### src/rtl/lcd_pkg.sv
// Shared definitions for the HD44780-style panel model: opcodes, DDRAM map
// constants and address-counter helpers.
package lcd_pkg;

  localparam logic [7:0] LCD_SPACE  = 8'h20;
  localparam logic [6:0] LINE1_BASE = 7'h00;
  localparam logic [6:0] LINE2_BASE = 7'h40;
  localparam logic [6:0] LINE1_WRAP = 7'h27;
  localparam logic [6:0] LINE2_WRAP = 7'h67;

  typedef enum logic [3:0] {
    OP_NOP, OP_CLEAR, OP_HOME, OP_ENTRY, OP_DISPLAY,
    OP_SHIFT, OP_FUNC, OP_CGRAM, OP_DDRAM
  } op_e;

  typedef struct packed {
    logic dl;
    logic n;
    logic f;
    logic d;
    logic c;
    logic b;
  } panel_cfg_t;

  // Highest set bit selects the instruction.
  function automatic op_e decode_op(input logic [7:0] d);
    if (d[7]) return OP_DDRAM;
    if (d[6]) return OP_CGRAM;
    if (d[5]) return OP_FUNC;
    if (d[4]) return OP_SHIFT;
    if (d[3]) return OP_DISPLAY;
    if (d[2]) return OP_ENTRY;
    if (d[1]) return OP_HOME;
    if (d[0]) return OP_CLEAR;
    return OP_NOP;
  endfunction

  // Two-line map: addresses past a line's wrap limit (0x28-0x3F, 0x68-0x7F)
  // fall through to the next line's base on increment.
  function automatic logic [6:0] ac_step(input logic [6:0] ac, input logic inc);
    if (inc) begin
      if (ac >= LINE2_WRAP) return LINE1_BASE;
      if (ac >= LINE1_WRAP && ac < LINE2_BASE) return LINE2_BASE;
      return ac + 7'd1;
    end
    if (ac == LINE1_BASE) return LINE2_WRAP;
    if (ac == LINE2_BASE) return LINE1_WRAP;
    return ac - 7'd1;
  endfunction

  function automatic logic on_screen(input logic [6:0] ac);
    return (ac[5:4] == 2'b00);
  endfunction

  function automatic logic [4:0] cell_idx(input logic [6:0] ac);
    return {ac[6], ac[3:0]};
  endfunction

endpackage

### src/rtl/lcd_panel_responder_ddram.sv
// 32x8 display RAM: cells 0-15 are line 1, 16-31 line 2; flattened with
// cell 0 in the top byte.
module lcd_ddram_buffer
  import lcd_pkg::*;
(
  input  logic         clk_i,
  input  logic         rst_ni,
  input  logic         we_i,
  input  logic         clr_i,
  input  logic [4:0]   widx_i,
  input  logic [7:0]   wdata_i,
  input  logic [4:0]   ridx_i,
  output logic [7:0]   rdata_o,
  output logic [255:0] flat_o
);

  logic [7:0] mem_q [32];

  always_ff @(posedge clk_i or negedge rst_ni) begin
    if (!rst_ni) begin
      for (int unsigned i = 0; i < 32; i++) mem_q[i] <= LCD_SPACE;
    end else if (clr_i) begin
      for (int unsigned i = 0; i < 32; i++) mem_q[i] <= LCD_SPACE;
    end else if (we_i) begin
      mem_q[widx_i] <= wdata_i;
    end
  end

  assign rdata_o = mem_q[ridx_i];

  always_comb begin
    flat_o = '0;
    for (int unsigned i = 0; i < 32; i++) flat_o[255 - 8*i -: 8] = mem_q[i];
  end

endmodule

### src/rtl/lcd_panel_responder.sv
// Receiving end of an 8-bit HD44780 bus: captures strobes, executes
// instructions on the EN falling edge, keeps DDRAM and answers reads.
module lcd_panel_responder
  import lcd_pkg::*;
#(
  parameter int unsigned CLEAR_CYCLES = 64,
  parameter int unsigned CMD_CYCLES   = 2,
  parameter bit          STRICT_BUSY  = 1'b0
) (
  input  logic         CLOCK,
  input  logic         ASYNC_RST,
  input  logic         LCD_RS,
  input  logic         LCD_RW,
  input  logic         LCD_EN,
  input  logic [7:0]   LCD_DATA_IN,
  output logic [7:0]   LCD_DATA_OUT,
  output logic         LCD_DATA_OE,
  output logic [255:0] display,
  output logic [6:0]   addr_counter,
  output logic         busy,
  output logic         busy_violation,
  output logic         unsupported
);

  localparam int unsigned CNT_W = 16;

  logic             en_q, rs_q, rw_q;
  logic [7:0]       data_q;
  logic [6:0]       ac_q, ac_d;
  logic             inc_q, inc_d;
  panel_cfg_t       cfg_q, cfg_d;
  logic [CNT_W-1:0] cnt_q, cnt_d, cnt_dec;
  logic             viol_q, viol_d, unsup_q, unsup_d;
  logic             commit, mem_we, mem_clr;
  logic [7:0]       mem_rdata;
  op_e              op;

  assign commit  = en_q & ~LCD_EN;
  assign op      = decode_op(data_q);
  assign busy    = (cnt_q != '0);
  assign cnt_dec = busy ? cnt_q - 1'b1 : '0;

  always_comb begin
    ac_d    = ac_q;
    inc_d   = inc_q;
    cfg_d   = cfg_q;
    cnt_d   = cnt_dec;
    viol_d  = viol_q;
    unsup_d = unsup_q;
    mem_we  = 1'b0;
    mem_clr = 1'b0;
    if (commit) begin
      if (STRICT_BUSY && !rw_q && busy) begin
        viol_d = 1'b1;
      end else if (rw_q) begin
        // Status reads leave everything untouched.
        if (rs_q) begin
          ac_d  = ac_step(ac_q, inc_q);
          cnt_d = CNT_W'(CMD_CYCLES);
        end
      end else if (rs_q) begin
        mem_we = on_screen(ac_q);
        ac_d   = ac_step(ac_q, inc_q);
        cnt_d  = CNT_W'(CMD_CYCLES);
      end else begin
        cnt_d = CNT_W'(CMD_CYCLES);
        case (op)
          OP_DDRAM:   ac_d = data_q[6:0];
          OP_CGRAM:   unsup_d = 1'b1;
          OP_FUNC:    {cfg_d.dl, cfg_d.n, cfg_d.f} = data_q[4:2];
          OP_SHIFT: begin
            if (data_q[3]) unsup_d = 1'b1;
            else           ac_d = ac_step(ac_q, data_q[2]);
          end
          OP_DISPLAY: {cfg_d.d, cfg_d.c, cfg_d.b} = data_q[2:0];
          OP_ENTRY:   inc_d = data_q[1];
          OP_HOME: begin
            ac_d  = LINE1_BASE;
            cnt_d = CNT_W'(CLEAR_CYCLES);
          end
          OP_CLEAR: begin
            mem_clr = 1'b1;
            ac_d    = LINE1_BASE;
            inc_d   = 1'b1;
            cnt_d   = CNT_W'(CLEAR_CYCLES);
          end
          default:    cnt_d = cnt_dec;
        endcase
      end
    end
  end

  always_ff @(posedge CLOCK or negedge ASYNC_RST) begin
    if (!ASYNC_RST) begin
      en_q    <= 1'b0;
      rs_q    <= 1'b0;
      rw_q    <= 1'b0;
      data_q  <= '0;
      ac_q    <= '0;
      inc_q   <= 1'b1;
      cfg_q   <= '0;
      cnt_q   <= '0;
      viol_q  <= 1'b0;
      unsup_q <= 1'b0;
    end else begin
      en_q <= LCD_EN;
      if (LCD_EN) begin
        rs_q   <= LCD_RS;
        rw_q   <= LCD_RW;
        data_q <= LCD_DATA_IN;
      end
      ac_q    <= ac_d;
      inc_q   <= inc_d;
      cfg_q   <= cfg_d;
      cnt_q   <= cnt_d;
      viol_q  <= viol_d;
      unsup_q <= unsup_d;
    end
  end

  lcd_ddram_buffer u_ddram (
    .clk_i   (CLOCK),
    .rst_ni  (ASYNC_RST),
    .we_i    (mem_we),
    .clr_i   (mem_clr),
    .widx_i  (cell_idx(ac_q)),
    .wdata_i (data_q),
    .ridx_i  (cell_idx(ac_q)),
    .rdata_o (mem_rdata),
    .flat_o  (display)
  );

  assign LCD_DATA_OE    = LCD_RW & LCD_EN;
  assign LCD_DATA_OUT   = (LCD_DATA_OE && !LCD_RS) ? {busy, ac_q}
                        : (on_screen(ac_q) ? mem_rdata : LCD_SPACE);
  assign addr_counter   = ac_q;
  assign busy_violation = viol_q;
  assign unsupported    = unsup_q;

endmodule

### config.mk
export PLATFORM = sky130hd
export DESIGN_NAME = lcd_panel_responder
export DESIGN_NICKNAME = d
export VERILOG_FILES = /design/src/rtl/lcd_pkg.sv /design/src/rtl/lcd_panel_responder_ddram.sv /design/src/rtl/lcd_panel_responder.sv
export SDC_FILE = /design/constraint.sdc
export NUM_CORES = 1
export LEC_CHECK = 0
export BUFFER_PORTS_ARGS = -buffer_cell sky130_fd_sc_hd__buf_2
export CORE_ASPECT_RATIO = 1.75
export CORE_UTILIZATION = 50
export CTS_CLUSTER_SIZE = 8
export DETAILED_ROUTE_END_ITERATION = 8
export HOLD_SLACK_MARGIN = 0.1
export PLACE_DENSITY = 0.7
export SYNTH_ARGS = -nofsm -noshare
export SYNTH_HDL_FRONTEND = slang
export SYNTH_SLANG_ARGS = --single-unit
### constraint.sdc
create_clock -name CLOCK -period 3.8 [get_ports CLOCK]
set_input_delay 0.57 -clock CLOCK [delete_from_list [all_inputs] [get_ports CLOCK]]
set_output_delay 0.57 -clock CLOCK [all_outputs]
set_load 0.005 [all_outputs]
==> results of run 1 <==
==> where the power goes <==
group	switching [mW]	internal, mW	total [mW]
Sequential	0.869	3.68	4.55
Combinational	2.11	1.59	3.70
Clock	1.37	2.17	3.54
Total	4.35	7.45	11.8
==> placed cells by master, fill, tap and decap left out, drive strengths merged, types with 9 or more instances in the layout <==
| master | Yosys | routed |
|---|---|---|
| dfrtp | 259 | 259 |
| o21ai | 22 | 22 |
| o22ai | 12 | 12 |
| buf | 66 | 338 |
| mux2i | 46 | 46 |
| a21oi | 207 | 207 |
| inv | 8 | 9 |
| nand3 | 265 | 265 |
| nor2b | 13 | 13 |
| mux4 | 63 | 63 |
| xor2 | 10 | 10 |
| dfstp | 33 | 33 |
| xnor2 | 9 | 9 |
| mux2 | 13 | 13 |
| nor2 | 74 | 74 |
| clkbuf | 89 | 74 |
| nand2 | 292 | 292 |
| nor3 | 15 | 15 |
==> state kept, by name (all words and copies together) (netlist names) <==
register,flops
u_ddram.flat_o,256
inc_q,1
rw_q,1
unsupported,1
rs_q,1
data_q,8
en_q,1
cnt_q,16
addr_counter,7
==> repair_timing <==
action,in CTS,in global routing
hold endpoints to repair,54,0
setup endpoints to repair,2,4
hold buffers,1,0
setup buffers,1,1
==> layout make-up <==
cell class | count | area [um^2]
timing repair buffer | 339 | 1970
multi-input combinational | 1144 | 7100
clock inverter | 2 | 38.8
clock buffer | 74 | 1190
fill | 2526 | 11400
tap | 382 | 478
sequential | 292 | 7360
inverter | 9 | 33.8
==> routing by layer <==
| layer | wire length (um) | part of all wire [%] |
|---|---|---|
| met5 | 0 | 0 |
| met4 | 4140 | 7.2 |
| met3 | 5240 | 9.1 |
| met2 | 28400 | 50 |
| met1 | 19600 | 34 |
==> final timing paths <==
check                                      from                   to  slack (ps)
worst max-delay path            addr_counter[0]      LCD_DATA_OUT[6]         100
max in group asynchronous             ASYNC_RST   u_ddram.flat_o[45]        2150
worst max register to register  addr_counter[1]      addr_counter[6]         750
worst min register to register      unsupported          unsupported         490
min in group asynchronous             ASYNC_RST  u_ddram.flat_o[138]         610
worst min-delay path             LCD_DATA_IN[2]            data_q[2]         270
==> kinds of logic (layout without fill, tap and decap cells) <==
| family | count (synthesis) | after routing | synth area share, % |
|---|---|---|---|
| flops | 292 | 292 | 48.5 |
| mux | 122 | 122 | 13.4 |
| simple gates | 704 | 704 | 21.0 |
| other cells | 1 | 1 | 0.0248 |
| compound gates | 292 | 292 | 10.8 |
| buf+inv | 164 | 424 | 4.65 |
| fa+ha+maj | 6 | 6 | 0.496 |
| xor+xnor | 19 | 19 | 1.10 |
==> per-stage QoR <==
step / total power, mW / setup slack, ps
after floorplan: 6.49 / 867
after global placement: 8.05 / 531
after detailed placement: 8.11 / 510
after CTS: 11.7 / 41.4
after global routing: 12.2 / 18.3
final: 11.8 / 102
==> worst max-delay path, delay by kind of cell (launching register included) <==
kind | cells | cell delay [ps]
flip-flops | 1 | 710
AND/OR/NAND/NOR | 1 | 70
multiplexers | 2 | 760
buffers and inverters | 2 | 420
AO/OA/AOI/OAI | 2 | 610
==> results, run 1 <==
- The average vias per placed instance is about 6.5.
- The number of antenna-violating nets in the routed design is 0.
- The type of the tightest min-delay check is in -> reg.
- In the synthesized netlist the async set-or-reset flop fraction comes to between 90% and 100%.
- Dividing the detail-routed wire length by the instance count gives ~26 um.
- The floorplan die area is a little over 30,000 um^2.
- The count of flip-flops with a built-in enable after synthesis is 0.
- Sorting the synthesized cells by area gives the leading types as sky130_fd_sc_hd__dfrtp_1, sky130_fd_sc_hd__mux4_2, sky130_fd_sc_hd__nand3_1.
- Sorting the synthesized cells by how often they occur yields sky130_fd_sc_hd__nand2_1, sky130_fd_sc_hd__nand3_1, sky130_fd_sc_hd__dfrtp_1.
- The number of placed instances, taps included, is 2,163.
- Max-cap violations in this run came to 0.
- The final number of max-transition violations was 0.
- The gate count of the mapped netlist is 1,600.
- The die width is 134 um.
- When the netlist entered floorplanning its net count stood at 1,619.
- The worst hold margin is 270 ps.
- The transition time of the tightest slew-check pin is 920 ps.
- The global router's overall resource usage is 37.0%.
- The global-route met1 utilization is between 40 and 50%.
- STA puts the critical path data required time at roughly 3200 ps.
- In this run the worst path has a maximum fanout of 17.
- The worst pin sits at a relative slew slack of 38.3%.
- The detailed router placed between 10,000 and 15,000 vias in this run.
- The number of hold violations in the final report is 0.
- The post-DP HPWL is about 38 mm.
- In the global route stage, met3 resource usage came out at 5.59%.
- The post-synthesis to final-layout area growth is 20.0%.
- The detailed-route wire length is 57.5 mm.
- Based on the critical path, the design can be clocked at up to 0.270 GHz.
- Measured along the y axis, the die boundary spans 232 um.
- Summed over all instances, the cell type with the most area after synthesis is sky130_fd_sc_hd__dfrtp_1.
- The initial utilization of the core area, before any placement, comes to around half.
- Counting the buffers created by CTS gives 42.
- The number of standard cells in the layout, taps in and fillers out is between 2,000 and 2,500.
- The total congestion overflow after global routing is 0.
- The core footprint is ~30,000 um^2.
- Cells fill 61.4% of the core in the end.
- The post-route cell area is 18,200 um^2.
- The I/O pin count is approximately 290.
- Averaged over all synthesized cells, the footprint is 9.46 um^2.
- The first routing iteration left 1,833 violations.
- Routability-driven placement finished with a final weighted congestion of 0.930.
- The H-tree was split into 2 levels.
- The number of nets in the final layout is about 1,800.
- The flow ran to the end, and the final reports show no timing, DRC or antenna violations.
- The source-to-sink clock delay at the later pin of the worst-skew pair is about 540 ps.
- The tree is rooted in a sky130_fd_sc_hd__clkbuf_16.
- The library cell contributing the largest single delay on the critical path is sky130_fd_sc_hd__dfrtp_4.
- The first global-routing pass estimated 86.0 mm of wire.
- The logic depth of the worst register-to-register path is 9.
- STA classifies the critical path endpoint as an output port.
- Along the worst hold path, the cell count comes to 2.
- The register clock-pin slew on the reported worst setup and hold paths is roughly 60 ps.
- Power spread over the standard cell area amounts to 649 nW/um^2.
- After detailed placement, the total cell area comes to around 17,000 um^2.
- For this run, the leading register cell type out of synthesis is sky130_fd_sc_hd__dfrtp_1.
- The endpoint arrival time on the critical path is 3130 ps.
- The synthesis-stage register bit count is 292.
- The leakage power figure is 8.76 nW.
- The TritonCTS clock tree is built.
- The largest buffer count on any clock path is 3.
- In the routed design, unresolved DRC markers number 0.
- The layer carrying the most global-route usage is met2.
- In this design, the stage delay of the slowest critical-path cell is 710 ps.
- IR analysis of the VDD net gives a maximum drop of approximately 0.4 mV.
- The signal on the critical path passes through buf_4 > mux4_2 > mux2i_1 > nor3_1 > a211oi_1 > o21ai_0 > buf_2.
- Summed over all failing endpoints, the final setup total negative slack is 0 ps.
- The number of global-route vias before repair is between 10,000 and 15,000.
- The netlist uses 60 different library cells.
- Yosys printed 0 warnings.
- Setup repair after global routing left no endpoint under its margin.
- The final period demand of the worst path is 3700 ps.
- The row count is 83.
- Sequential cells were found to cover 48.5% of the synthesized design area.
- Global routing consumed, on the met2 layer, 60.7% of the routing resources.
- The final critical path takes up 97.3% of the cycle.
- The most common cell in the synthesized netlist is sky130_fd_sc_hd__nand2_1.
- The mapped netlist covers 15,100 um^2.
- Of the post-synthesis cell area, the dominant cell type holds 42.8%.
- The number of antenna violations at the first check in global routing was 0.
- The number of antenna diodes in the final layout is 0.
- The pin count of the biggest net entering global routing is ~110.
- Of the cells placed in the final design, the portion with a size suffix greater than 1 is 27.6%.
- The total setup violations reported at the end of the flow is 0.
- The number of sinks on the clock net is 292.
- The number of gates resized after CTS is 0.
- STA classifies the critical path startpoint as a flip-flop.
- The class of the most critical setup path is reg -> out.
- The first detailed-routing pass ran for 6 iterations.
- Clock skew on the completed layout was measured at between 15 and 20 ps.
- During placement, the flow inserted port buffers numbering between 200 and 300.
(Power assumes the default switching activity.)
==> inputs of run 2 (changes only) <==
--- a/config.mk
+++ b/config.mk
@@ -11,7 +11,7 @@
 export CTS_CLUSTER_SIZE = 8
 export DETAILED_ROUTE_END_ITERATION = 8
 export HOLD_SLACK_MARGIN = 0.1
-export PLACE_DENSITY = 0.7
+export PLACE_DENSITY = 0.73
 export SYNTH_ARGS = -nofsm -noshare
 export SYNTH_HDL_FRONTEND = slang
 export SYNTH_SLANG_ARGS = --single-unit
==> constraint.sdc (replaced) <==
create_clock -name CLOCK -period 3.1 [get_ports CLOCK]
set_input_delay 0.465 -clock CLOCK [delete_from_list [all_inputs] [get_ports CLOCK]]
set_output_delay 0.465 -clock CLOCK [all_outputs]
set_load 0.005 [all_outputs]
==> run 2 against run 1 <==
  * The run now ends with negative setup slack left
  * Critical endpoint is now LCD_DATA_OUT[2]
  * First-iteration DRC count is 12% higher
  * Final cell count up 1.7%
  * Total power up 27%
  * Critical path type unchanged
  * Flip-flop and latch count unchanged
  * Largest cell class unchanged
  * Register-to-register slack worse by 560 ps
==> results, run 2 (same netlist as run 1, synthesis figures left out) <==
- The maximum fanout count along the critical path is 4 (-13).
- The reg2reg setup slack is 190 ps (-560 ps).
- The register clock-pin slew on the reported worst setup and hold paths is 50 ps (about the same).
- The leakage power figure came to 9.02 nW (+2.9%).
- The sort of element at the end of the critical path is an output port.
- The switching share of power is 37.1% (+0.22 points).
- After layout, the minimum clock period comes to 3230 ps.
- The post-synthesis to final-layout area growth is 23.4%.
- The detailed-route wire length was 60.0 mm (+4.4%).
- The path class of the tightest hold or removal check is in -> reg.
- The number of antenna violations at the first check in global routing is 2 (+2).
- The global router's overall resource usage is 39.1% (+2.1 points).
- The type of element launching the critical path is a flip-flop.
- Based on the critical path, the design can be clocked at up to 0.310 GHz.
- The number of violations reported at the end of detailed-routing iteration 0 is 2,056 (+12%).
- The share of total power in combinational logic came to 34.4% (+3.0 points).
- The total setup violations reported at the end of the flow is 8 (+8).
- The checks that failed: negative setup slack.
- The row count was 83 (unchanged).
- The number of hold violations in the final report is 0 (unchanged).
- The die width is 134 um (unchanged).
- The final worst setup slack is -127 ps (-229 ps).
- The largest voltage drop on the vdd net is 0.453 mV (+12%).
- The worst-case headroom to the max-slew limit is 46.2% (+7.8 points).
- The average vias per placed instance was 6.55 (+0.83%).
- The number of global-route vias before repair is 14,200 (-0.11%).
- The number of flip-flops in the largest register is 256 (unchanged).
- The total of buffers placed on input and output ports came to 286 (unchanged).
- The library cell contributing the largest single delay on the critical path is sky130_fd_sc_hd__dfrtp_4.
- The via count of the routed design is 14,900 (+2.5%).
- The family with the most delay on the worst path is multiplexers.
- The total buffers and inverters traversed by the critical path is 2 (unchanged).
- The class of the most critical setup path is reg -> out.
- The most common cell after layout, fill and taps aside is sky130_fd_sc_hd__nand2_1.
- The post-DP HPWL is 39.7 mm (+4.5%).
- The total congestion overflow after global routing is 0 (unchanged).
- The initial core utilization was 51.1% (unchanged).
- The internal power contribution is 9.42 mW (+26%).
- The first-pass GRT wire length is 89.5 mm (+4.0%).
- The final routed DRC violation total was 0 (unchanged).
- The pin count of the biggest net entering global routing is 114 (unchanged).
- The proportion of power drawn by flip-flops and latches is 36.3% (-2.3 points).
- The number of standard cells in the layout, taps in and fillers out came to 2,280 (+1.7%).
- The layout cell share with drive strength beyond 1 was 29.8% (+2.2 points).
- The number of nets in the final layout is 1,885 (+2.1%).
- Counting stages on the worst path, the most repeated cell is sky130_fd_sc_hd__mux4_2.
- The reported net switching power was 5.55 mW (+28%).
- The floorplan die area is 31,000 um^2 (unchanged).
- In the layout the commonest cells are sky130_fd_sc_hd__nand2_1, sky130_fd_sc_hd__buf_2, sky130_fd_sc_hd__nand3_1.
- The I/O pin count is 288 (unchanged).
- The total inserted antenna cells is 0 (unchanged).
- The final critical-path share of the clock period is 104%.
- Setup repair after global routing could not meet its margin everywhere.
- The cell count after placement is 2,187 (+1.1%).
- The flow ran to the end, but the final reports show violations.
- The per-cell routed wire length is 26.3 um (+2.6%).
- The height of the chip is 232 um (unchanged).
- The critical path required time was 2630 ps (-600 ps).
- The total power after layout is 15.0 mW (+27%).
- The number of sinks on the clock net is 292 (unchanged).
- The largest buffer count on any clock path came to 3 (unchanged).
- The power per unit of standard cell area is 802 nW/um^2 (+23%).
- The number of buffers inserted during clock tree synthesis came to 42 (unchanged).
- The number of antenna-violating nets in the routed design was 0 (unchanged).
- The number of search-and-repair iterations in the first detailed-routing pass is 8 (+2).
- The endpoint arrival time on the critical path was 2760 ps (-370 ps).
- The clock network fraction of total power is 29.3% (-0.7 points).
- The H-tree depth is 2 (unchanged).
- Walking the worst path, the cells encountered are buf_12 > mux4_2 > mux4_2 > nor2b_1 > a2111o_1 > buf_2.
- The source-to-sink clock delay at the later pin of the worst-skew pair is 540 ps (about the same).
- The cell sitting at the root of the clock tree is a sky130_fd_sc_hd__clkbuf_16.
- The core footprint was 29,600 um^2 (unchanged).
- The max capacitance violation total is 0 (unchanged).
- The setup clock skew after layout came to 12.1 ps (-4.36 ps).
- The worst stage delay on the critical path is 510 ps (-200 ps).
- The final number of max-transition violations is 0 (unchanged).
- The global placer's final weighted congestion came to 0.982 (+5.6%).
- The transition time of the tightest slew-check pin is 796 ps (-124 ps).
- The TritonCTS clock tree is built.
-- run 2: changes by cell type in the layout (fill, tap and decap cells not counted), sizes merged --
cell | before | now
buf | 338 | 375
clkbuf | 74 | 75
-- run 2: what timing repair did --
action,in CTS,in global routing
hold buffers,1,0
endpoints found under the setup margin,8,9
endpoints found under the hold margin,57,0
gates cloned,2,1
gates resized for setup,25,13
buffers inserted,10,3
pin swaps,2,0
-- run 2: path summary, 6_finish.rpt --
check	startpoint	cells past startpoint	endpoint
hold reg to reg	unsupported	1	unsupported
hold / removal	LCD_DATA_IN[3]	3	data_q[3]
max in group asynchronous	ASYNC_RST	3	u_ddram.flat_o[237]
setup reg to reg	addr_counter[1]	10	addr_counter[6]
min in group asynchronous	ASYNC_RST	2	u_ddram.flat_o[154]
setup / recovery	addr_counter[0]	6	LCD_DATA_OUT[2]
-- run 2: per-stage QoR --
stage / setup slack, ps / area (um^2) / setup TNS [ps] / utilization (%) / hold slack (ps)
2_1_floorplan: 167 / 15100 / 0 / - / 169
3_3_place_gp: 231 / 17100 / 0 / 57.8 / 464
3_5_place_dp: 251 / 17100 / 0 / 57.8 / 470
4_1_cts: -107 / 18600 / -560 / 62.8 / 138
5_1_grt: -171 / 18700 / -1010 / 63.1 / 163
6_report: -127 / 18700 / -682 / 63.1 / 147
-- run 2: worst register-to-register path: cells and delay by family (launching register included) --
| family | cells | cell delay (ps) |
|---|---|---|
| AO/OA/AOI/OAI | 3 | 530 |
| adder cells (fa/ha/maj) | 1 | 220 |
| flip-flops | 1 | 570 |
| AND/OR/NAND/NOR | 3 | 1050 |
| buffers and inverters | 3 | 490 |
-- run 2: cell type report --
cell class | count | area [um^2]
Fill cell | 2427 | 10900
Tap cell | 382 | 478
Inverter | 9 | 33.8
Multi-Input combinational cell | 1144 | 7200
Sequential cell | 292 | 7360
Timing Repair Buffer | 377 | 2370
Clock buffer | 74 | 1190
Clock inverter | 2 | 38.8
-- run 2: per-layer routing --
layer | GRT usage (%) | wire length (um)
met3 | 7.79 | 5900
met2 | 62.9 | 29500
met1 | 46.5 | 19800
met4 | 28.6 | 4820
met5 | 0 | 27
-- run 2: power by group through the flow --
stage,sequential (mW),clock [mW],combinational (mW)
4_1_cts,5.37,4.38,4.91
3_5_place_dp,5.47,0,4.54
3_3_place_gp,5.47,0,4.44
5_1_grt,5.45,4.54,5.50
6_report,5.43,4.38,5.16
2_1_floorplan,5.04,0,2.91
==> inputs of run 3 (changes only) <==
--- a/config.mk
+++ b/config.mk
@@ -6,7 +6,8 @@
 export NUM_CORES = 1
 export LEC_CHECK = 0
 export BUFFER_PORTS_ARGS = -buffer_cell sky130_fd_sc_hd__buf_2
-export CORE_ASPECT_RATIO = 1.75
+export CORE_ASPECT_RATIO = 1.2
+export CORE_MARGIN = 5
 export CORE_UTILIZATION = 50
 export CTS_CLUSTER_SIZE = 8
 export DETAILED_ROUTE_END_ITERATION = 8
==> constraint.sdc (replaced) <==
create_clock -name CLOCK -period 3.1 [get_ports CLOCK]
set_input_delay 0.465 -clock CLOCK [delete_from_list [all_inputs] [get_ports CLOCK]]
set_output_delay 0.465 -clock CLOCK [all_outputs]
set_load 0.02 [all_outputs]
==> run 3 against run 2 <==
  * The flow still finishes with violations (negative setup slack)
  * Maximum frequency down 0.61%
  * Final cell count up 0.66%
  * Register-to-register slack about the same
  * Design area grew 1.0%
  * Count of clock-buffer cells in the layout did not move
  * Via count down 0.25%
  * Setup slack got worse by 20 ps
==> results, run 3 (same netlist as run 1, synthesis figures left out) <==
- In this run the most critical hold path is launched from LCD_DATA_IN[3].
- The number of antenna violations at the first check in global routing came to 0 (-2).
- The top cell types in the final layout, fill and taps aside, are sky130_fd_sc_hd__nand2_1, sky130_fd_sc_hd__buf_2, sky130_fd_sc_hd__nand3_1.
- The launch instance of the worst register-to-register path is addr_counter[1].
- The number of flip-flops in the largest register is 256 (unchanged).
- Among cell families on the critical path, the largest total delay comes from multiplexers.
- The post-DP HPWL was 39.0 mm (-1.7%).
- The number of nets in the final layout is 1,891 (+0.32%).
- The transition time of the tightest slew-check pin is 648 ps (-148 ps).
- The worst-case headroom to the max-slew limit is 56.4% (+10 points).
- The final routed DRC violation total came to 0 (unchanged).
- The H-tree depth was 2 (unchanged).
- The library cell used most frequently in the layout, excluding fill and tap cells, is sky130_fd_sc_hd__nand2_1.
- The per-cell routed wire length is 25.3 um (-3.8%).
- The height of the chip is 201 um (-14%).
- The library cell contributing the largest single delay on the critical path is sky130_fd_sc_hd__mux4_2.
- The number of global-route vias before repair was 14,400 (+0.96%).
- Tracing the worst setup path back leads to its startpoint at addr_counter[0].
- The number of sinks on the clock net is 292 (unchanged).
- The layout cell share with drive strength beyond 1 is 30.6% (+0.73 points).
- The pin count of the biggest net entering global routing is 114 (unchanged).
- The total power after layout came to 15.8 mW (+5.6%).
- The row count was 69 (-17%).
- The endpoint arrival time on the critical path is 2780 ps (+20 ps).
- The number of violations reported at the end of detailed-routing iteration 0 is 2,067 (+0.54%).
- The layout filler cell count came to 2,408 (-0.78%).
- The worst hold margin is 145 ps (-1.90 ps).
- The floorplan die area is 33,900 um^2 (+9.3%).
- The maximum fanout count along the critical path came to 3 (-1).
- The global router's overall resource usage is 33.3% (-5.8 points).
- The post-synthesis to final-layout area growth is 24.6%.
- The number of buffers inserted during clock tree synthesis is 42 (unchanged).
- The type of element launching the critical path is a flip-flop.
- The flow ran to the end, but the final reports show violations.
- The type of the tightest min-delay check is in -> reg.
- The power per unit of standard cell area is 838 nW/um^2 (+4.5%).
- The checks that failed: negative setup slack.
- TritonCTS built the clock tree.
- The signal on the critical path passes through buf_6 > mux4_2 > mux4_2 > nor2b_1 > a2111o_1 > buf_6.
- The cell count after placement is 2,196 (+0.41%).
- The final period demand of the worst path came to 3250 ps (+19.8 ps).
- The global placer's final weighted congestion is 0.966 (-1.7%).
- The worst stage delay on the critical path is 500 ps (about the same).
- The via count of the routed design is 14,900 (-0.25%).
- The die width is 169 um (+26%).
- The leakage power figure is 9.06 nW (+0.44%).
- The average vias per placed instance came to 6.49 (-0.91%).
- The total setup violations reported at the end of the flow is 7 (-1).
- The sort of element at the end of the critical path is an output port.
- The final critical-path share of the clock period is 105% (+0.64 points).
- The total congestion overflow after global routing is 0 (unchanged).
- The max capacitance violation total was 0 (unchanged).
- The area after detailed placement is 17,100 um^2 (+0.18%).
- The number of antenna-violating nets in the routed design is 0 (unchanged).
- The maximum frequency from static timing analysis is 0.308 GHz (-0.61%).
- The final number of max-transition violations is 0 (unchanged).
- The critical path required time is 2630 ps (about the same).
- The total buffers and inverters traversed by the critical path is 2 (unchanged).
- The total of buffers placed on input and output ports came to 286 (unchanged).
- The first-pass GRT wire length is 88.5 mm (-1.1%).
- Setup repair after global routing could not meet its margin everywhere.
- The detailed-route wire length is 58.1 mm (-3.2%).
- The core footprint is 29,800 um^2 (+0.63%).
- The post-route cell area is 18,900 um^2 (+1.0%).
- The number of hold violations in the final report came to 0 (unchanged).
- The largest voltage drop on the vdd net is 0.583 mV (+29%).
- The initial core utilization is 50.8% (-0.32 points).
- The final worst setup slack came to -147 ps (-19.8 ps).
- The class of the most critical setup path is reg -> out.
- The I/O pin count is 288 (unchanged).
- The setup clock skew after layout is 26.3 ps (+14.2 ps).
- The largest buffer count on any clock path was 3 (unchanged).
- The number of standard cells in the layout, taps in and fillers out was 2,295 (+0.66%).
- The total inserted antenna cells is 0 (unchanged).
- The tree is rooted in a sky130_fd_sc_hd__clkbuf_16.
- The register clock-pin slew on the reported worst setup and hold paths is 50 ps (about the same).
- The source-to-sink clock delay at the later pin of the worst-skew pair is 560 ps (+20 ps).
- The number of search-and-repair iterations in the first detailed-routing pass came to 6 (-2).
==> run 3: cell count changes in the layout (fill, tap and decap cells not counted), sizes merged <==
cell	delta
clkbuf	-1
inv	-1
bufinv	-1
bufbuf	+1
clkinv	+3
buf	+6
==> run 3: area by class of cell <==
cell class | count | area (um^2) | share of cell area, %
multi-input combinational | 1144 | 7290 | 38.6
clock inverter | 3 | 37.5 | 0.199
tap | 390 | 488 | 2.59
timing repair buffer | 383 | 2460 | 13.1
sequential | 292 | 7360 | 39.0
clock buffer | 74 | 1190 | 6.32
inverter | 9 | 33.8 | 0.179
==> run 3: metrics by stage <==
step / util, % / setup slack (ps) / setup TNS, ps
finish: 63.3 / -147 / -448
global route: 63.3 / -207 / -864
detailed placement: 57.5 / 220 / 0
CTS: 62.9 / -147 / -517
global placement: 57.5 / 254 / 0
floorplan: - / 53.0 / 0
==> run 3: worst register-to-register path, stage by stage (launching register included) <==
cell	delay, ps
sky130_fd_sc_hd__dfrtp_4	520
sky130_fd_sc_hd__buf_2	190
sky130_fd_sc_hd__buf_6	180
sky130_fd_sc_hd__buf_4	190
sky130_fd_sc_hd__inv_1	130
sky130_fd_sc_hd__ha_1	200
sky130_fd_sc_hd__nor3b_1	290
sky130_fd_sc_hd__nand2_1	110
sky130_fd_sc_hd__o22ai_1	220
sky130_fd_sc_hd__or4b_2	600
sky130_fd_sc_hd__o21ai_0	100
sky130_fd_sc_hd__a221o_1	130
==> run 3: path summary, 6_finish.rpt <==
| kind | to | slack [ps] | cells after the start |
|---|---|---|---|
| setup / recovery | LCD_DATA_OUT[2] | -150 | 6 |
| hold / removal | data_q[3] | 140 | 3 |
| setup reg to reg | addr_counter[6] | 190 | 11 |
| hold reg to reg | cnt_q[0] | 490 | 1 |
| max in group asynchronous | u_ddram.flat_o[5] | 1720 | 3 |
| min in group asynchronous | u_ddram.flat_o[146] | 520 | 2 |
==> run 3: routing by layer <==
metal  GRT usage (%)  vias up  wire length (um)
met2            51.7     1212             26900
li1                -     6226                 -
met1            44.1     7213             20900
met5               0        -                 0
met3            7.07      255              6450
met4            17.0        0              3820
==> run 3: repair_timing <==
item | CTS | global route
pin swaps | 4 | 7
setup endpoints to repair | 8 | 8
endpoints found under the hold margin | 62 | 0
hold buffers | 1 | 0
gates resized for setup | 51 | 20
setup buffers | 16 | 4
cloned | 1 | 0
==> run 3: power breakdown <==
| part | internal, mW | switching [mW] |
|---|---|---|
| clock | 2.59 | 1.75 |
| combinational | 2.44 | 3.66 |
| sequential | 4.52 | 0.838 |
